File: config.mk
export PLATFORM = sky130hd
export DESIGN_NAME = fetch_unit
export DESIGN_NICKNAME = d
export VERILOG_FILES = /design/src/rtl/fetch_pkg.sv /design/src/rtl/fetch_fifo.sv /design/src/rtl/fetch_unit.sv
export SDC_FILE = /design/constraint.sdc
export NUM_CORES = 1
export LEC_CHECK = 0
export ABC_AREA = 1
export CAP_MARGIN = 10
export CORE_AREA = 2 2 248 250
export CTS_CLUSTER_SIZE = 30
export DETAILED_ROUTE_END_ITERATION = 6
export DIE_AREA = 0 0 250 252
export GPL_TIMING_DRIVEN = 0
export SYNTH_ARGS = -nofsm -noshare
export SYNTH_HDL_FRONTEND = slang
export SYNTH_SLANG_ARGS = --single-unit
File: constraint.sdc
create_clock -name clk -period 30 [get_ports clk]
set_clock_uncertainty 0.2 [all_clocks]
set_input_delay 4.5 -clock clk [delete_from_list [all_inputs] [get_ports clk]]
set_output_delay 4.5 -clock clk [all_outputs]
set_load 0.01 [all_outputs]
File: src/rtl/fetch_pkg.sv
// Shared types for the LemonPC instruction fetch front end.
package fetch_pkg;

    localparam int unsigned INST_W     = 32;
    localparam int unsigned FETCH_XLEN = 64;

    typedef enum logic [1:0] {
        REQ   = 2'd0,
        WAIT  = 2'd1,
        DRAIN = 2'd2
    } fetch_state_e;

    typedef struct packed {
        logic [FETCH_XLEN-1:0] pc;
        logic [INST_W-1:0]     inst;
    } fetch_entry_t;

endpackage

File: src/rtl/fetch_fifo.sv
// Synchronous instruction buffer with flush; no write-to-read bypass.
module fetch_fifo
    import fetch_pkg::*;
#(
    parameter int unsigned DEPTH   = 4,
    parameter type         ENTRY_T = fetch_entry_t
) (
    input  logic                     clk,
    input  logic                     rst,
    input  logic                     flush,
    input  logic                     push,
    input  ENTRY_T                   push_data,
    input  logic                     pop,
    output ENTRY_T                   head,
    output logic [$clog2(DEPTH):0]   count
);

    localparam int unsigned PW = $clog2(DEPTH);
    localparam int unsigned CW = PW + 1;

    ENTRY_T          mem_q [DEPTH];
    logic [PW-1:0]   wr_q, wr_d;
    logic [PW-1:0]   rd_q, rd_d;
    logic [CW-1:0]   count_q, count_d;
    logic            do_push, do_pop;

    assign do_push = push && !flush;
    assign do_pop  = pop && !flush && (count_q != '0);

    always_comb begin
        wr_d    = wr_q;
        rd_d    = rd_q;
        count_d = count_q;
        if (flush) begin
            wr_d    = '0;
            rd_d    = '0;
            count_d = '0;
        end else begin
            if (do_push) wr_d = wr_q + PW'(1);
            if (do_pop)  rd_d = rd_q + PW'(1);
            count_d = count_q + CW'(do_push) - CW'(do_pop);
        end
    end

    always_ff @(posedge clk or posedge rst) begin
        if (rst) begin
            wr_q    <= '0;
            rd_q    <= '0;
            count_q <= '0;
            for (int unsigned i = 0; i < DEPTH; i++) begin
                mem_q[i] <= '0;
            end
        end else begin
            wr_q    <= wr_d;
            rd_q    <= rd_d;
            count_q <= count_d;
            if (do_push) begin
                mem_q[wr_q] <= push_data;
            end
        end
    end

    assign head  = mem_q[rd_q];
    assign count = count_q;

endmodule

File: src/rtl/fetch_unit.sv
// Handshaked instruction fetch front end with redirect flush.
// Optional FETCH_UNIT_PERF_EN adds dequeue and request-stall counters.
module fetch_unit
    import fetch_pkg::*;
#(
    parameter int unsigned XLEN       = 64,
    parameter logic [63:0] RESET_PC   = 64'h0000_0000_8000_0000,
    parameter int unsigned FIFO_DEPTH = 4
) (
    input  logic              clk,
    input  logic              rst,
    output logic              imem_req_valid,
    input  logic              imem_req_ready,
    output logic [XLEN-1:0]   imem_req_addr,
    input  logic              imem_resp_valid,
    input  logic [INST_W-1:0] imem_resp_data,
    input  logic              redirect_valid,
    input  logic [XLEN-1:0]   redirect_pc,
    output logic              inst_valid,
    input  logic              inst_ready,
    output logic [INST_W-1:0] inst,
    output logic [XLEN-1:0]   inst_pc
`ifdef FETCH_UNIT_PERF_EN
    ,
    output logic [31:0]       perf_inst_cnt,
    output logic [31:0]       perf_stall_cnt
`endif
);

    localparam int unsigned    CW       = $clog2(FIFO_DEPTH) + 1;
    localparam logic [XLEN-1:0] PC_RESET = XLEN'(RESET_PC);

    typedef struct packed {
        logic [XLEN-1:0]   pc;
        logic [INST_W-1:0] inst;
    } entry_t;

    fetch_state_e      state_q, state_d;
    logic [XLEN-1:0]   pc_q, pc_d;
    logic [XLEN-1:0]   req_pc_q, req_pc_d;
    logic [CW-1:0]     count;
    logic              req_fire;
    logic              push;
    logic              pop;
    logic [XLEN-1:0]   redirect_tgt;
    entry_t            push_entry;
    entry_t            head;
    logic              unused_redirect_lsbs;

    assign imem_req_valid = (state_q == REQ) && (count < CW'(FIFO_DEPTH));
    assign imem_req_addr  = pc_q;
    assign req_fire       = imem_req_valid && imem_req_ready;
    assign pop            = inst_valid && inst_ready;
    assign redirect_tgt   = {redirect_pc[XLEN-1:2], 2'b00};

    assign unused_redirect_lsbs = ^redirect_pc[1:0];

    always_comb begin
        state_d  = state_q;
        pc_d     = pc_q;
        req_pc_d = req_pc_q;
        push     = 1'b0;

        unique case (state_q)
            REQ: begin
                if (req_fire) begin
                    req_pc_d = pc_q;
                    pc_d     = pc_q + XLEN'(4);
                    state_d  = WAIT;
                end
            end
            WAIT: begin
                if (imem_resp_valid) begin
                    push    = 1'b1;
                    state_d = REQ;
                end
            end
            DRAIN: begin
                if (imem_resp_valid) state_d = REQ;
            end
            default: state_d = REQ;
        endcase

        // Redirect overrides everything: anything still in flight after this
        // edge belongs to the old stream and must be drained, not delivered.
        if (redirect_valid) begin
            pc_d = redirect_tgt;
            push = 1'b0;
            if ((state_q == REQ && req_fire) ||
                (state_q != REQ && !imem_resp_valid)) begin
                state_d = DRAIN;
            end else begin
                state_d = REQ;
            end
        end
    end

    always_ff @(posedge clk or posedge rst) begin
        if (rst) begin
            state_q  <= REQ;
            pc_q     <= PC_RESET;
            req_pc_q <= '0;
        end else begin
            state_q  <= state_d;
            pc_q     <= pc_d;
            req_pc_q <= req_pc_d;
        end
    end

    assign push_entry.pc   = req_pc_q;
    assign push_entry.inst = imem_resp_data;

    fetch_fifo #(
        .DEPTH   (FIFO_DEPTH),
        .ENTRY_T (entry_t)
    ) u_fifo (
        .clk       (clk),
        .rst       (rst),
        .flush     (redirect_valid),
        .push      (push),
        .push_data (push_entry),
        .pop       (pop),
        .head      (head),
        .count     (count)
    );

    assign inst_valid = (count != '0);
    assign inst       = head.inst;
    assign inst_pc    = head.pc;

`ifdef FETCH_UNIT_PERF_EN
    logic [31:0] perf_inst_q;
    logic [31:0] perf_stall_q;

    always_ff @(posedge clk or posedge rst) begin
        if (rst) begin
            perf_inst_q  <= '0;
            perf_stall_q <= '0;
        end else begin
            if (pop)                              perf_inst_q  <= perf_inst_q + 32'd1;
            if (imem_req_valid && !imem_req_ready) perf_stall_q <= perf_stall_q + 32'd1;
        end
    end

    assign perf_inst_cnt  = perf_inst_q;
    assign perf_stall_cnt = perf_stall_q;
`endif

endmodule

==> impl_results.md, run 1 <==
- Post-DR vias/cell: 5.38
- TritonCTS buffer count: 56
- Crit path required time: 25300 ps
- Hold path startpoint: u_fifo.mem_q[147]$_DFFE_PP0P_
- Fillers: 5898
- Starting Density: 39.7%
- Setup bufs post-CTS: 0
- Seq cells post-synth: 509
- Most frequent cells in the layout: nand2_1, o21ai_0, dfrtp_1
- Hold_ws: 276 ps
- GRT overflow: 0
- Placer Congestion: 0.944
- Post-CTS Hold Buffers: 0
- Design Power: 0.00258 W
- CORE AREA: 60100 um^2
- Slew Limit Headroom: 42.0%
- Die H: 252 um
- Flop pwr share: 37.7%
- CP Max Fanout: 10
- FF-to-FF setup slack: 27250 ps
- Total of max-cap violations: 0
- Clock root cell: clkbuf_16
- Hold Path Class: flop to flop
- Critical path type: flop to output port
- Combinational Power Share: 35.7%
- Pwr per Cell Area: 88.0 nW/um^2
- Most frequent CP cell: clkbuf_1
- Clk_lat worst skew: 610 ps
- Max stage delay on crit path: 670 ps
- Port Buffer Count: 256
- Drt wl/cell: 20.2 um
- Layout cells sized above 1: 6.21%
- Clock power share: 26.5%
- Crit-path leading delay family: buffers and inverters
- Hpwl dp: 59600 um
- Layout area overhead: 23.0%
- Sink Count: 509
- Largest net degree at the start of global routing: 134
- Total Wirelength: 82100 um
- Syn avg cell area: 8.18 um^2
- Crit-path cells: buf_2, clkinv_1, clkbuf_1, clkbuf_1, o21ai_0, o22ai_1, clkdlybuf4s50_1
- Crit path DAT: 3900 ps
- Post-layout net count: 3353
- Post-Syn Instances: 2920
- GRT Util Overall: 25.7%
- TNS Setup: 0 ps
- Cell count along the critical path: 7
- Status: completed
- FF-to-FF End: imem_req_addr[30]$_DFFE_PP0P_
- # DRC: 0
- Worst path slowest cell: clkbuf_1
- Post_cts resized: 0
- CTS clk-pin slew, worst paths: 60 ps
- Switch Pwr: 0.000950 W
- Num ports: 264
- RSZ-0062 raised after global routing: false
- Synthesized area: 23900 um^2
- Worst slew pin tran: 870 ps
- First-pass GRT wire length: 125000 um
- DP Area: 27600 um^2
- Leak pwr: 13.5 nW
- WP buf/inv: 5
- Startpoint Class: flop
- H-tree levels: 2
- R2r startpoint: state_q[1]$_DFFE_PP0P_
- Post-route ant nets: 0
- Rows: 90
- Most common cell after layout, fill and taps aside: nand2_1
- Slew Limit Fails: 0
- Minimum clock period: 8600 ps
- DR vias: 21865
- # setup viols final: 0
- Yosys warns: 0
- ANT cells: 0
- Worst r2r path cells: 11
- F_max: 0.116 GHz
- Hold path depth: 2
- Initial antenna violation count: 1
- Synth cell types: 33
- DR iter-0 viols: 1851
- DRT Pass-1 Iters: 6
- Internal power: 0.00163 W
- Die footprint: 63000 um^2
- Seq/Total Area, Yosys: 53.3%
- WHS Endpoint: u_fifo.mem_q[147]$_DFFE_PP0P_
- Clk buf depth: 3
- Final Hold Fails: 0
- Max rail drop VDD: 0.0000519 V
- Critical Path End Type: output port
- Fin area: 29400 um^2
- Sw Share: 36.7%
- Crit share post-route: 28.7%
- Width of the die: 250 um
- Number of global-route vias before repair: 21282
- CTS tree: done
-- final cells by class --
class	count	area, um^2	area share [%]
Multi-Input combinational cell	2005	9200	31.3
Timing Repair Buffer	260	2670	9.10
Sequential cell	509	12700	43.4
Clock inverter	19	205	0.699
Inverter	232	878	2.99
Tap cell	782	978	3.33
Buffer	177	1080	3.69
Clock buffer	81	1610	5.47
-- worst min-delay path, cell delays in order (launching register included) --
cell	delay, ps
dfrtp_1	340
nand2_1	60
o21ai_2	50
-- state kept, by name (all words and copies together), names as in the netlist --
signal,flops
imem_req_addr,62
req_pc_q,62
state_q,2
u_fifo.count,3
u_fifo.mem_q,376
u_fifo.rd_q,2
u_fifo.wr_q,2
-- power by group through the flow --
| stage | clock network [W] | registers (W) | logic, W |
|---|---|---|---|
| after floorplan | 0 | 0.000947 | 0.000478 |
| after global placement | 0 | 0.000980 | 0.000905 |
| after detailed placement | 0 | 0.000981 | 0.000922 |
| after CTS | 0.000697 | 0.000972 | 0.000926 |
| after global routing | 0.000725 | 0.000994 | 0.00102 |
| final | 0.000686 | 0.000976 | 0.000923 |
-- Yosys cell counts --
library cell | n | share of area, %
nand2_1 | 755 | 12
o21ai_0 | 560 | 12
dfrtp_1 | 508 | 53
nor2_1 | 310 | 4.9
inv_1 | 229 | 3.6
o21ai_1 | 103 | 2.2
clkbuf_1 | 101 | 1.6
o22ai_1 | 94 | 2.5
nand3_1 | 77 | 1.6
buf_6 | 51 | 2.4
o21ai_2 | 31 | 1.1
buf_2 | 17 | 0.36
xor2_1 | 16 | 0.59
o211ai_1 | 10 | 0.31
o21bai_1 | 10 | 0.31
ha_1 | 9 | 0.47
nand4_1 | 6 | 0.16
a21oi_1 | 4 | 0.084
buf_1 | 4 | 0.063
buf_4 | 4 | 0.13
nand2_4 | 4 | 0.19
clkinv_1 | 3 | 0.047
o221ai_1 | 3 | 0.11
nand2_2 | 2 | 0.052
a22o_1 | 1 | 0.037
a31o_2 | 1 | 0.037
conb_1 | 1 | 0.016
dfstp_2 | 1 | 0.11
fa_1 | 1 | 0.084
nor2_2 | 1 | 0.026
nor2_4 | 1 | 0.047
nor3_4 | 1 | 0.068
o311ai_0 | 1 | 0.037
-- metrics by stage --
stage                     setup WS, ps  util [%]  instances
after floorplan                  11090         -       2923
after global placement            5320      45.6       3961
after detailed placement         22040      45.8       3965
after CTS                        21370      48.8       4065
after global routing             21340      48.8       4065
final                            21400      48.8       4065
-- metal layers --
layer | vias up | global-route usage, % | share of wire (%)
met1 | 10622 | 35.4 | 43
met5 | - | 0 | 0
li1 | 10147 | - | -
met4 | 0 | 10.7 | 4.1
met2 | 937 | 40.6 | 46
met3 | 159 | 4.04 | 7.5
-- worst max path at each step --
stage	from	end	slack [ps]
after floorplan	rst	imem_req_addr[10]$_DFFE_PP0P_	11090
after global placement	rst	u_fifo.mem_q[269]$_DFFE_PP0P_	5320
after detailed placement	u_fifo.rd_q[0]$_DFFE_PP0P_	inst_pc[60]	22040
after CTS	u_fifo.rd_q[0]$_DFFE_PP0P_	inst_pc[60]	21370
after global routing	u_fifo.rd_q[0]$_DFFE_PP0P_	inst_pc[60]	21340
final	u_fifo.rd_q[0]$_DFFE_PP0P_	inst_pc[60]	21400
-- cell families after synthesis --
kind of cell	count (synthesis)	synth area share (%)
compound gates	818	18.4
xor+xnor	16	0.587
flops	509	53.3
other cells	1	0.0157
simple gates	1157	18.9
buf+inv	409	8.18
fa+ha+maj	10	0.555
(Power assumes the default switching activity.)
==> inputs of run 2 (changes only) <==
clock period = 7.9 ns   (was 30 ns; I/O delays follow)
==> run 2 against run 1 <==
  * Routed wire length increased by 1.7%
  * Critical path type unchanged
  * Register-to-register slack got worse by 22000 ps
  * Combinational power rose to 3.8 times the previous value
  * Critical path depth stayed put
  * Clock-buffer cell count is the same
  * Final area is 1.1% higher
==> impl_results.md, run 2 (synthesis results as in run 1) <==
- GRT busiest layer: met2
- Sink Count: 509
- DR iter-0 viols: 1892
- Leak pwr: 13.6 nW
- F_max: 0.193 GHz
- Critical Path End Type: output port
- Clock root cell: clkbuf_16
- Met3 global-route usage: 4.75%
- Layout cells sized above 1: 6.64%
- GRT Util Overall: 26.3%
- Largest net degree at the start of global routing: 45
- Post-CTS Hold Buffers: 0
- DR vias: 21875
- CTS clk-pin slew, worst paths: 60 ps
- WP buf/inv: 5
- # setup viols final: 0
- Placer Congestion: 0.934
- Hold Path Class: flop to flop
- Critical path type: flop to output port
- Startpoint Class: flop
- # DRC: 0
- Worst path slowest cell: clkbuf_1
- Met2 Use GR: 42.4%
- Hold_ws: 278 ps
- Max reg flops: 376
- Setup bufs post-CTS: 0
- H-tree levels: 2
- Clk buf depth: 3
- Crit share post-route: 65.7%
- Most common cell after layout, fill and taps aside: nand2_1
- Most frequent cells in the layout: nand2_1, o21ai_0, dfrtp_1
- Number of global-route vias before repair: 21670
- Post_cts resized: 0
- Crit-path leading delay family: buffers and inverters
- Die footprint: 63000 um^2
- ANT cells: 0
- Dpl cells: 3975
- RSZ-0062 raised after global routing: false
- Initial antenna violation count: 0
- Minimum clock period: 5190 ps
- Design Power: 0.0100 W
- Width of the die: 250 um
- Final Hold Fails: 0
- Starting Density: 39.7%
- Met1 usage: 35.4%
- Max stage delay on crit path: 670 ps
- Crit path required time: 6510 ps
- Crit-path cells: buf_2, clkinv_1, clkbuf_1, clkbuf_1, o21ai_0, o22ai_1, clkdlybuf4s50_1
- DRT Pass-1 Iters: 6
- Post-route insts no fill: 4079
- Post-route ant nets: 0
- Total Wirelength: 83500 um
- Hpwl dp: 61100 um
- CP Max Fanout: 10
- TritonCTS buffer count: 56
- Drt wl/cell: 20.5 um
- Crit path DAT: 3810 ps
- Port Buffer Count: 256
- Post-layout net count: 3363
- Pwr per Cell Area: 338 nW/um^2
- Total of max-cap violations: 0
- CORE AREA: 60100 um^2
- CTS tree: done
- First-pass GRT wire length: 128000 um
- Clk_lat worst skew: 620 ps
- Rows: 90
- Status: completed
- Max rail drop VDD: 0.000173 V
- Post-DR vias/cell: 5.36
- Die H: 252 um
- Largest Register: u_fifo.mem_q
- GRT overflow: 0
- Layout area overhead: 24.3%
- Num ports: 264
- Worst slew pin tran: 974 ps
- Slew Limit Headroom: 34.9%
- Slew Limit Fails: 0
- Most frequent CP cell: clkbuf_1
## run 2: changes by cell type in the layout (fill, tap and decap cells not counted), sizes merged
cell      delta
buf         +10
bufinv       +4
clkinvlp     +2
inv          -2
## run 2: through the flow
step	setup WS, ps	TNS, ps	utilization [%]	instance area [um^2]
after detailed placement	3400	0	46.1	27700
final	2710	0	49.4	29700
after CTS	2750	0	49.4	29700
after floorplan	-395	-200430	-	23900
after global placement	-3630	-1791530	45.6	27400
after global routing	2500	0	49.4	29700
## run 2: layer usage
metal / vias to the layer above / routed length (um)
li1: 10199 / -
met1: 10635 / 35400
met2: 894 / 38600
met3: 147 / 6450
met4: 0 / 3100
met5: - / 0
## run 2: tightest hold or removal path: cells and delay by family, from the launching register on
family	cells	cell delay, ps
AND/OR/NAND/NOR	1	50
AO/OA/AOI/OAI	1	50
flip-flops	1	340
## run 2: cell type report
type,instances,area [um^2]
multi-input combinational,2005,9200
clock buffer,81,1630
sequential,509,12700
timing repair buffer,270,2850
inverter,232,875
tap,782,978
buffer,177,1080
clock inverter,23,339
fill,5855,30400
## run 2: report_power, final
group	switching (W)	internal [W]	leakage, nW	total [W]
Combinational	0.00207	0.00146	5.89	0.00353
Sequential	0.000479	0.00323	6.79	0.00371
Clock	0.00110	0.00169	0.964	0.00279
## run 2: path summary, 6_finish.rpt
path / start / slack [ps] / to / depth (start not counted)
setup / recovery: u_fifo.rd_q[0]$_DFFE_PP0P_ / 2710 / inst_pc[59] / 7
setup reg to reg: state_q[0]$_DFFE_PP0P_ / 5180 / imem_req_addr[30]$_DFFE_PP0P_ / 11
max in group asynchronous: rst / 5070 / imem_req_addr[51]$_DFFE_PP0P_ / 6
hold reg to reg: u_fifo.mem_q[196]$_DFFE_PP0P_ / 280 / u_fifo.mem_q[196]$_DFFE_PP0P_ / 2
hold / removal: u_fifo.mem_q[196]$_DFFE_PP0P_ / 280 / u_fifo.mem_q[196]$_DFFE_PP0P_ / 2
min in group asynchronous: rst / 930 / u_fifo.mem_q[312]$_DFFE_PP0P_ / 2
==> inputs of run 3 (changes only) <==
clock period = 5 ns   (was 7.9 ns; I/O delays follow)
==> results of run 3 <==
The final DEF is identical to that of run 2. Status: completed.
Main changes from that run: setup slack after placement 3400 ps -> 937 ps; setup slack after layout 2710 ps -> 242 ps; register-to-register setup slack 5180 ps -> 2280 ps; total power 0.0100 W -> 0.0158 W; worst IR drop on VDD 0.000173 V -> 0.000274 V
